$ cat config.mk
export PLATFORM = sky130hd
export DESIGN_NAME = pu_riscv_biu_arb
export DESIGN_NICKNAME = d
export VERILOG_FILES = /design/src/rtl/pu_riscv_biu_arb.sv
export SDC_FILE = /design/constraint.sdc
export NUM_CORES = 1
export LEC_CHECK = 0
export ABC_AREA = 1
export BUFFER_PORTS_ARGS = -buffer_cell sky130_fd_sc_hd__buf_2
export CAP_MARGIN = 20
export CORE_AREA = 2 2 324 326
export DETAILED_ROUTE_END_ITERATION = 10
export DIE_AREA = 0 0 326 328
export GPL_TIMING_DRIVEN = 0
export PLACE_DENSITY = 0.3
export SLEW_MARGIN = 5
export SYNTH_ARGS = -nofsm -noshare
export SYNTH_HDL_FRONTEND = slang
export SYNTH_SLANG_ARGS = --single-unit
$ cat constraint.sdc
create_clock -name clk_i -period 2.03 [get_ports clk_i]
set_input_delay 0.3045 -clock clk_i [delete_from_list [all_inputs] [get_ports clk_i]]
set_output_delay 0.3045 -clock clk_i [all_outputs]
set_load 0.01 [all_outputs]
$ cat src/rtl/pu_riscv_biu_arb.sv
// Two-port arbiter sharing one BIU between the instruction (port 0) and data (port 1)
// memory controllers; ownership is held for a whole burst and across locked sequences.
module pu_riscv_biu_arb #(
  parameter int XLEN         = 64,
  parameter int PLEN         = 64,
  parameter int ARB_MODE     = 0,
  parameter int LOCK_TIMEOUT = 16
) (
  input  logic                 clk_i,
  input  logic                 rst_ni,
  input  logic [1:0]           biu_req_i,
  output logic [1:0]           biu_req_ack_o,
  output logic [1:0]           biu_d_ack_o,
  input  logic [1:0][PLEN-1:0] biu_adri_i,
  output logic [1:0][PLEN-1:0] biu_adro_o,
  input  logic [1:0][2:0]      biu_size_i,
  input  logic [1:0][2:0]      biu_type_i,
  input  logic [1:0][2:0]      biu_prot_i,
  input  logic [1:0]           biu_lock_i,
  input  logic [1:0]           biu_we_i,
  input  logic [1:0][XLEN-1:0] biu_d_i,
  output logic [1:0][XLEN-1:0] biu_q_o,
  output logic [1:0]           biu_ack_o,
  output logic [1:0]           biu_err_o,
  output logic                 biu_stb_o,
  input  logic                 biu_stb_ack_i,
  input  logic                 biu_d_ack_i,
  output logic [PLEN-1:0]      biu_adri_o,
  input  logic [PLEN-1:0]      biu_adro_i,
  output logic [2:0]           biu_size_o,
  output logic [2:0]           biu_type_o,
  output logic [2:0]           biu_prot_o,
  output logic                 biu_lock_o,
  output logic                 biu_we_o,
  output logic [XLEN-1:0]      biu_d_o,
  input  logic [XLEN-1:0]      biu_q_i,
  input  logic                 biu_ack_i,
  input  logic                 biu_err_i,
  output logic [1:0]           grant_o,
  output logic                 busy_o
);

  localparam logic [2:0] WRAP4  = 3'b010;
  localparam logic [2:0] INCR4  = 3'b011;
  localparam logic [2:0] WRAP8  = 3'b100;
  localparam logic [2:0] INCR8  = 3'b101;
  localparam logic [2:0] WRAP16 = 3'b110;
  localparam logic [2:0] INCR16 = 3'b111;

  localparam int             ICW      = $clog2(LOCK_TIMEOUT) + 1;
  localparam logic [ICW-1:0] IDLE_MAX = ICW'(LOCK_TIMEOUT - 1);

  typedef enum logic [1:0] {IDLE, BUSY, LOCKED} state_t;

  state_t         state_q;
  logic           owner_q;
  logic           rr_last_q;
  logic           lock_flag_q;
  logic [4:0]     beat_cnt_q;
  logic [ICW-1:0] idle_cnt_q;
  logic [1:0]     grant_q;
  logic           busy_q;

  logic sel;
  logic src;
  logic fwd;
  logic accept;
  logic xfer_end;

  function automatic logic [4:0] beats(input logic [2:0] t);
    case (t)
      WRAP4,  INCR4:  beats = 5'd4;
      WRAP8,  INCR8:  beats = 5'd8;
      WRAP16, INCR16: beats = 5'd16;
      default:        beats = 5'd1;
    endcase
  endfunction

  // On a tie the port that did not win last time goes first, unless data has fixed priority
  always_comb begin
    sel = 1'b0;
    case (biu_req_i)
      2'b10:   sel = 1'b1;
      2'b11:   sel = (ARB_MODE == 1) ? 1'b1 : ~rr_last_q;
      default: sel = 1'b0;
    endcase
  end

  assign src      = (state_q == IDLE) ? sel : owner_q;
  assign fwd      = (state_q != IDLE) || (|biu_req_i);
  assign accept   = biu_stb_o & biu_stb_ack_i;
  assign xfer_end = biu_err_i || (biu_ack_i && beat_cnt_q == 5'd1);

  always_comb begin
    biu_stb_o     = 1'b0;
    biu_adri_o    = '0;
    biu_size_o    = '0;
    biu_type_o    = '0;
    biu_prot_o    = '0;
    biu_lock_o    = 1'b0;
    biu_we_o      = 1'b0;
    biu_d_o       = '0;
    biu_req_ack_o = '0;
    biu_d_ack_o   = '0;
    biu_adro_o    = '0;
    biu_q_o       = '0;
    biu_ack_o     = '0;
    biu_err_o     = '0;
    if (fwd) begin
      biu_adri_o = biu_adri_i[src];
      biu_size_o = biu_size_i[src];
      biu_type_o = biu_type_i[src];
      biu_prot_o = biu_prot_i[src];
      biu_lock_o = biu_lock_i[src];
      biu_we_o   = biu_we_i[src];
      biu_d_o    = biu_d_i[src];
    end
    case (state_q)
      IDLE, LOCKED: begin
        biu_stb_o          = biu_req_i[src];
        biu_req_ack_o[src] = biu_stb_ack_i & biu_req_i[src];
      end
      BUSY: begin
        biu_q_o[0]             = biu_q_i;
        biu_q_o[1]             = biu_q_i;
        biu_ack_o[owner_q]     = biu_ack_i;
        biu_err_o[owner_q]     = biu_err_i;
        biu_d_ack_o[owner_q]   = biu_d_ack_i;
        biu_adro_o[owner_q]    = biu_adro_i;
      end
      default: ;
    endcase
  end

  always_ff @(posedge clk_i or negedge rst_ni) begin
    if (!rst_ni) begin
      state_q     <= IDLE;
      owner_q     <= 1'b0;
      rr_last_q   <= 1'b0;
      lock_flag_q <= 1'b0;
      beat_cnt_q  <= '0;
      idle_cnt_q  <= '0;
      grant_q     <= '0;
      busy_q      <= 1'b0;
    end else begin
      case (state_q)
        IDLE: if (accept) begin
          owner_q     <= sel;
          rr_last_q   <= sel;
          lock_flag_q <= biu_lock_i[sel];
          beat_cnt_q  <= beats(biu_type_i[sel]);
          grant_q     <= 2'b01 << sel;
          busy_q      <= 1'b1;
          state_q     <= BUSY;
        end
        BUSY: begin
          if (biu_ack_i) beat_cnt_q <= beat_cnt_q - 5'd1;
          // an error aborts whatever beats remain
          if (xfer_end) begin
            idle_cnt_q <= '0;
            if (lock_flag_q) begin
              state_q <= LOCKED;
            end else begin
              state_q <= IDLE;
              grant_q <= '0;
              busy_q  <= 1'b0;
            end
          end
        end
        LOCKED: begin
          if (accept) begin
            lock_flag_q <= biu_lock_i[owner_q];
            beat_cnt_q  <= beats(biu_type_i[owner_q]);
            state_q     <= BUSY;
          end else if (!biu_req_i[owner_q]) begin
            if (idle_cnt_q == IDLE_MAX) begin
              lock_flag_q <= 1'b0;
              grant_q     <= '0;
              busy_q      <= 1'b0;
              state_q     <= IDLE;
            end else begin
              idle_cnt_q <= idle_cnt_q + ICW'(1);
            end
          end
        end
        default: state_q <= IDLE;
      endcase
    end
  end

  assign grant_o = grant_q;
  assign busy_o  = busy_q;

endmodule

After elaboration in Yosys (flattened, before gate mapping)
Index checks and enable logic that the tools add are counted.
Word-level totals
  bits of input ports: 414
  flip-flop bits (word level): 17
  logic and storage cells: 157
Operators by class
  mux-type cells: 81
  reductions and logical operators: 24
  $lt $le $gt $ge: 5
  add/sub/neg operators: 2
  bitwise logic cells: 8
  eq/ne operators: 29
  shift-type cells: 1
Operators with widths (count)
  $mux 64: 7
  $mux 128: 2
  $and 128x128->128: 1
  $demux 64 s1: 1
  $pmux 5 s3: 3
  $mux 3: 13
  $mux 5: 7
  $mux 2: 14
  $mux 1: 26
  $eq 3x3->1 const B: 8
  $ne 2x2->1 const B: 9
  $reduce_or 2->1: 8
  $eq 3x2->1 const B: 4
  $pmux 2 s3: 2
  $reduce_and 4->1: 3
  $pmux 5 s2: 1
  $and 2x2->2: 4
  $reduce_and 7->1: 1
  $eq 2x2->1 const B: 3
  $lt 1x2->1 const B: 3
  $ne 3x3->1 const B: 2
  $reduce_bool 2->1: 3
  $add 5x1->5 const B: 1
  $eq 5x1->1 const B: 1
  other kinds (16): 23

Logic depth before layout (Yosys ltp)
  depth in word-level cells: 9
  mapped depth: 12
  mapped depth without buffers: 12

Worst setup path before layout
No wires, ideal clock.
  path kind: register to output
  start point: register state_q[0]
  end point: output biu_d_o[14]
  cell stages (with the launch flop): 10
  arrival: 1643 ps
  data required time: 1725 ps
  path slack: 83 ps
  buffers on the path: 2
  path through: dfrtp_1 > inv_1 > ha_1 > inv_2 > nor3_1 > inv_1 > clkbuf_1 > clkbuf_1 > o21ai_0 > nor2_1
Between the ends
  cells in the longest elaborated chain, start to end: 5
  elaborated cells between the ends (all ways): 7
  those cells by class: 4 x mux; 3 x reduce/logical
RTL lines
  from (decl): RTL line 55  | state_t state_q;
  from (signal assigned): RTL line 137  | state_q <= IDLE;
  from (signal assigned): RTL line 154  | state_q <= BUSY;
  from (signal assigned): RTL line 162  | state_q <= LOCKED;
  $logic_not 2->1: RTL line 89  | assign src = (state_q == IDLE) ? sel : owner_q;
  $mux 1: RTL line 89
  $mux 64 (implied by the code) (2 in series): RTL line 116  | biu_d_o = biu_d_i[src];
  $mux 64 (*): RTL line 109  | if (fwd) begin
  to (decl): RTL line 35  | output logic [XLEN-1:0] biu_d_o,
Mark *: on every way between the ends. The rest lies on a longest branch, timed or not. The select of a mux whose other input is x is not followed.

Final worst setup path
  start point: register state_q[1]
  end point: output biu_adri_o[2]
Between the ends
  cells in the longest elaborated chain, start to end: 5
  elaborated cells between the ends (all ways): 7
  those cells by class: 4 x mux; 3 x reduce/logical
RTL lines
  $logic_not 2->1: RTL line 89
  $mux 1: RTL line 89
  $mux 64 (implied by the code) (2 in series): RTL line 110  | biu_adri_o = biu_adri_i[src];
  $mux 64 (*): RTL line 109
  to (decl): RTL line 28  | output logic [PLEN-1:0] biu_adri_o,
Marked as above.

==> key figures <==
Yosys
  – Register area share after synthesis: 8.134%
  – Yosys cell types: 29
  – FF+latch count, synth: 17
  – Ys Warns: 0
  – Post-synthesis cell area: 0.005230 mm2
  – Fraction of registers with async set/reset: 100.0%
  – Main synth FF type: dfrtp_1
  – Syn Nets: 1508
  – Synth Area per Inst: 4.820 um2
  – Cells after synthesis: 1085
  – Post-synth EDFFs: 0

Placed design
  – Post-DP Area: 0.01106 mm2
  – Final RePlAce weighted congestion: 0.8467
  – I/O Buffers: 820
  – Inst Count DP: 3285
  – Detailed placement HPWL: 55.90 mm

Cells and area
  – Nets: 2408
  – Non-Filler Instances: 3370
  – Share of layout cells above drive strength 1: 67.19%
  – Commonest non-fill, non-tap cell in the layout: buf_2
  – Post-route cell area: 0.01532 mm2
  – Most frequent cells in the layout: buf_2, nor2_1, buf_6, buf_4, inv_1
  – Area grow syn2layout: 192.8%

Timing
  – Final slew viol count: 0
  – Hold Worst Slack: -0.0003039 ns
  – Final min period: 2.394 ns
  – RSZ-0062 raised after global routing: yes
  – Final setup skew: 0.006455 ns
  – Setup TNS: -57.19 ns
  – Final hold violations: 1
  – Setup violators final: 344
  – Final worst-path setup slack: -0.3640 ns
  – Slew headroom: 69.02%
  – Least-Margin Pin Slew: 0.4647 ns
  – Fin crit share: 117.9%
  – Highest clock rate: 0.4177 GHz

Clock tree
  – # clock sinks: 17
  – Quantity of hold-fixing buffers added after cts: 0
  – TritonCTS clock tree: done
  – Worst-Skew Late Latency: 0.26 ns
  – Root Driver: clkbuf_16
  – Num CTS Buffers: 3
  – CTS H-tree depth: 1
  – CTS max path bufs: 2
  – Clk pin slew, worst setup/hold paths: 0.06 ns

Route
  – Wire per inst: 18.98 um
  – Vias: 10.16k
  – Pre-Repair DR Iteration Count: 4
  – Via-per-instance ratio: 3.014
  – DRC: 0
  – Initial drt markers: 329
  – Antenna viol nets, final: 0
  – Routed WL: 63.97 mm

Power and ir drop
  – Flop pwr share: 2.4%
  – Clk pwr share: 2.0%
  – Pwr/cell area: 1383 mW/mm2
  – Psw: 0.01105 W
  – Combinational power share: 95.6%
  – P_leak: 8.296 nW
  – Peak supply drop: 579.6 uV
  – Switching share of power: 52.13%
  – Internal power: 0.01014 W

Die
  – Die Wd: 326 um
  – Site Rows: 118
  – Height of the chip: 328 um
  – Die footprint: 0.1069 mm2
  – Top Ports: 821
  – Starting Density: 5.068%
  – Core area: 0.1032 mm2

Worst setup path
  – Max FO, Critical Path: 10
  – CP Class: flip-flop to output pin
  – CP delay by family, top: buffers and inverters
  – Buf/Inv on CP: 6
  – Critical Path AT: 2.09 ns
  – CP endpoint kind: output pin
  – Critical path's largest stage delay: 0.40 ns
  – Crit path required time: 1.73 ns
  – Startpoint types: flip-flop
  – CP Cell Sequence: inv_2 > ha_4 > inv_6 > o21ai_4 > buf_12 > buf_8 > clkbuf_16 > o21ai_1 > nor2_2 > buf_2
  – Slowest library cell on the worst path: dfrtp_1

Run
  – Number of max-cap violations: 0

Status
  – Violated checks: negative hold slack, negative setup slack
  – Outcome: finished, violations left

Global route
  – GR Overflow Total: 0
  – Total track usage: 11.08%
  – Global-route wire length before repair: 82.75 mm
  – Initial antenna violation count: 39
  – Vias in the first global route: 10.21k
  – Largest net degree at the start of global routing: 18

Hold path
  – Worst Hold Class: input port to async pin
## repair_timing
item | 4_1_cts | 5_1_grt
hold endpoints to repair | 0 | 0
buffers inserted | 43 | 15
gates resized for setup | 783 | 187
setup endpoints to repair | 420 | 405
cloned | 18 | 5
pin swaps | 58 | 58
## layout make-up
cell class / instances / area (um2)
fillers: 12121 / 87890
repair buffers: 896 / 6251
multi-input cells: 776 / 4502
well taps: 1380 / 1727
plain buffers: 130 / 1540
inverters: 161 / 777.0
flip-flops and latches: 17 / 425.4
clock buffers: 4 / 78.83
diodes: 6 / 15.01
## path summary, 6_finish.rpt
path                                from             to  slack [ns]  cells past startpoint
max                           state_q[1]  biu_adri_o[2]       -0.36                     10
min                               rst_ni     state_q[1]     -0.0003                      1
min reg2reg                idle_cnt_q[4]  idle_cnt_q[4]        0.47                      2
max reg2reg                   state_q[1]  beat_cnt_q[0]        0.13                     12
max in group asynchronous         rst_ni     state_q[0]        1.71                      1
min in group clk_i         idle_cnt_q[4]  idle_cnt_q[4]        0.47                      2
## stage by stage
stage                     power [W]  hold slack [ns]  utilization [%]  setup WS [ns]
after floorplan            0.007127         0.008909                -        0.08272
after detailed placement    0.01398           0.2926            10.72         -1.739
after CTS                   0.02077          0.01800            14.18        -0.3766
final                       0.02119       -0.0003039            14.84        -0.3640
after global routing        0.02274          0.03796            14.83        -0.4150
after global placement      0.01412           0.2886            10.72         -1.829
## cells by family after synthesis
logic type      Yosys count  synth area share, %
fa+ha+maj                 9                2.153
buf+inv                 292                29.02
compound gates          164                16.00
simple gates            600                44.19
xor+xnor                  3               0.5025
flops                    17                8.134
## cells in the mapped netlist (4+ instances only)
| cell type | instances | share of area [%] |
|---|---|---|
| o21ai_0 | 144 | 14 |
| buf_2 | 4 | 0.38 |
| a21oi_1 | 7 | 0.67 |
| ha_1 | 9 | 2.2 |
| buf_4 | 65 | 9.3 |
| nand2_1 | 146 | 10 |
| nor2_1 | 427 | 31 |
| dfrtp_1 | 17 | 8.1 |
| o21ai_1 | 10 | 0.96 |
| inv_2 | 5 | 0.36 |
| clkbuf_1 | 36 | 2.6 |
| buf_6 | 23 | 5.0 |
| inv_1 | 156 | 11 |
| nand3_1 | 15 | 1.4 |
## metal layers
layer	GRT usage, %	share of wire (%)	vias up
met4	1.803	2.5	28
met2	23.62	57	505
met1	10.84	34	4534
li1	-	-	4991
met5	0	0.30	-
met3	2.174	5.6	99
## registers in the layout, summed over array words and instances (netlist names)
signal       count
lock_flag_q      1
busy_o           1
grant_o          2
beat_cnt_q       5
state_q          2
rr_last_q        1
idle_cnt_q       5
## power groups by stage
stage | Combinational, W | Clock [W] | Sequential [W]
floorplan | 0.00660 | 0 | 0.000528
detailed placement | 0.0134 | 0 | 0.000532
finish | 0.0203 | 0.000419 | 0.000516
global route | 0.0218 | 0.000441 | 0.000527
CTS | 0.0198 | 0.000436 | 0.000516
global placement | 0.0136 | 0 | 0.000533
Note: power is estimated with default switching activity, not from simulation.
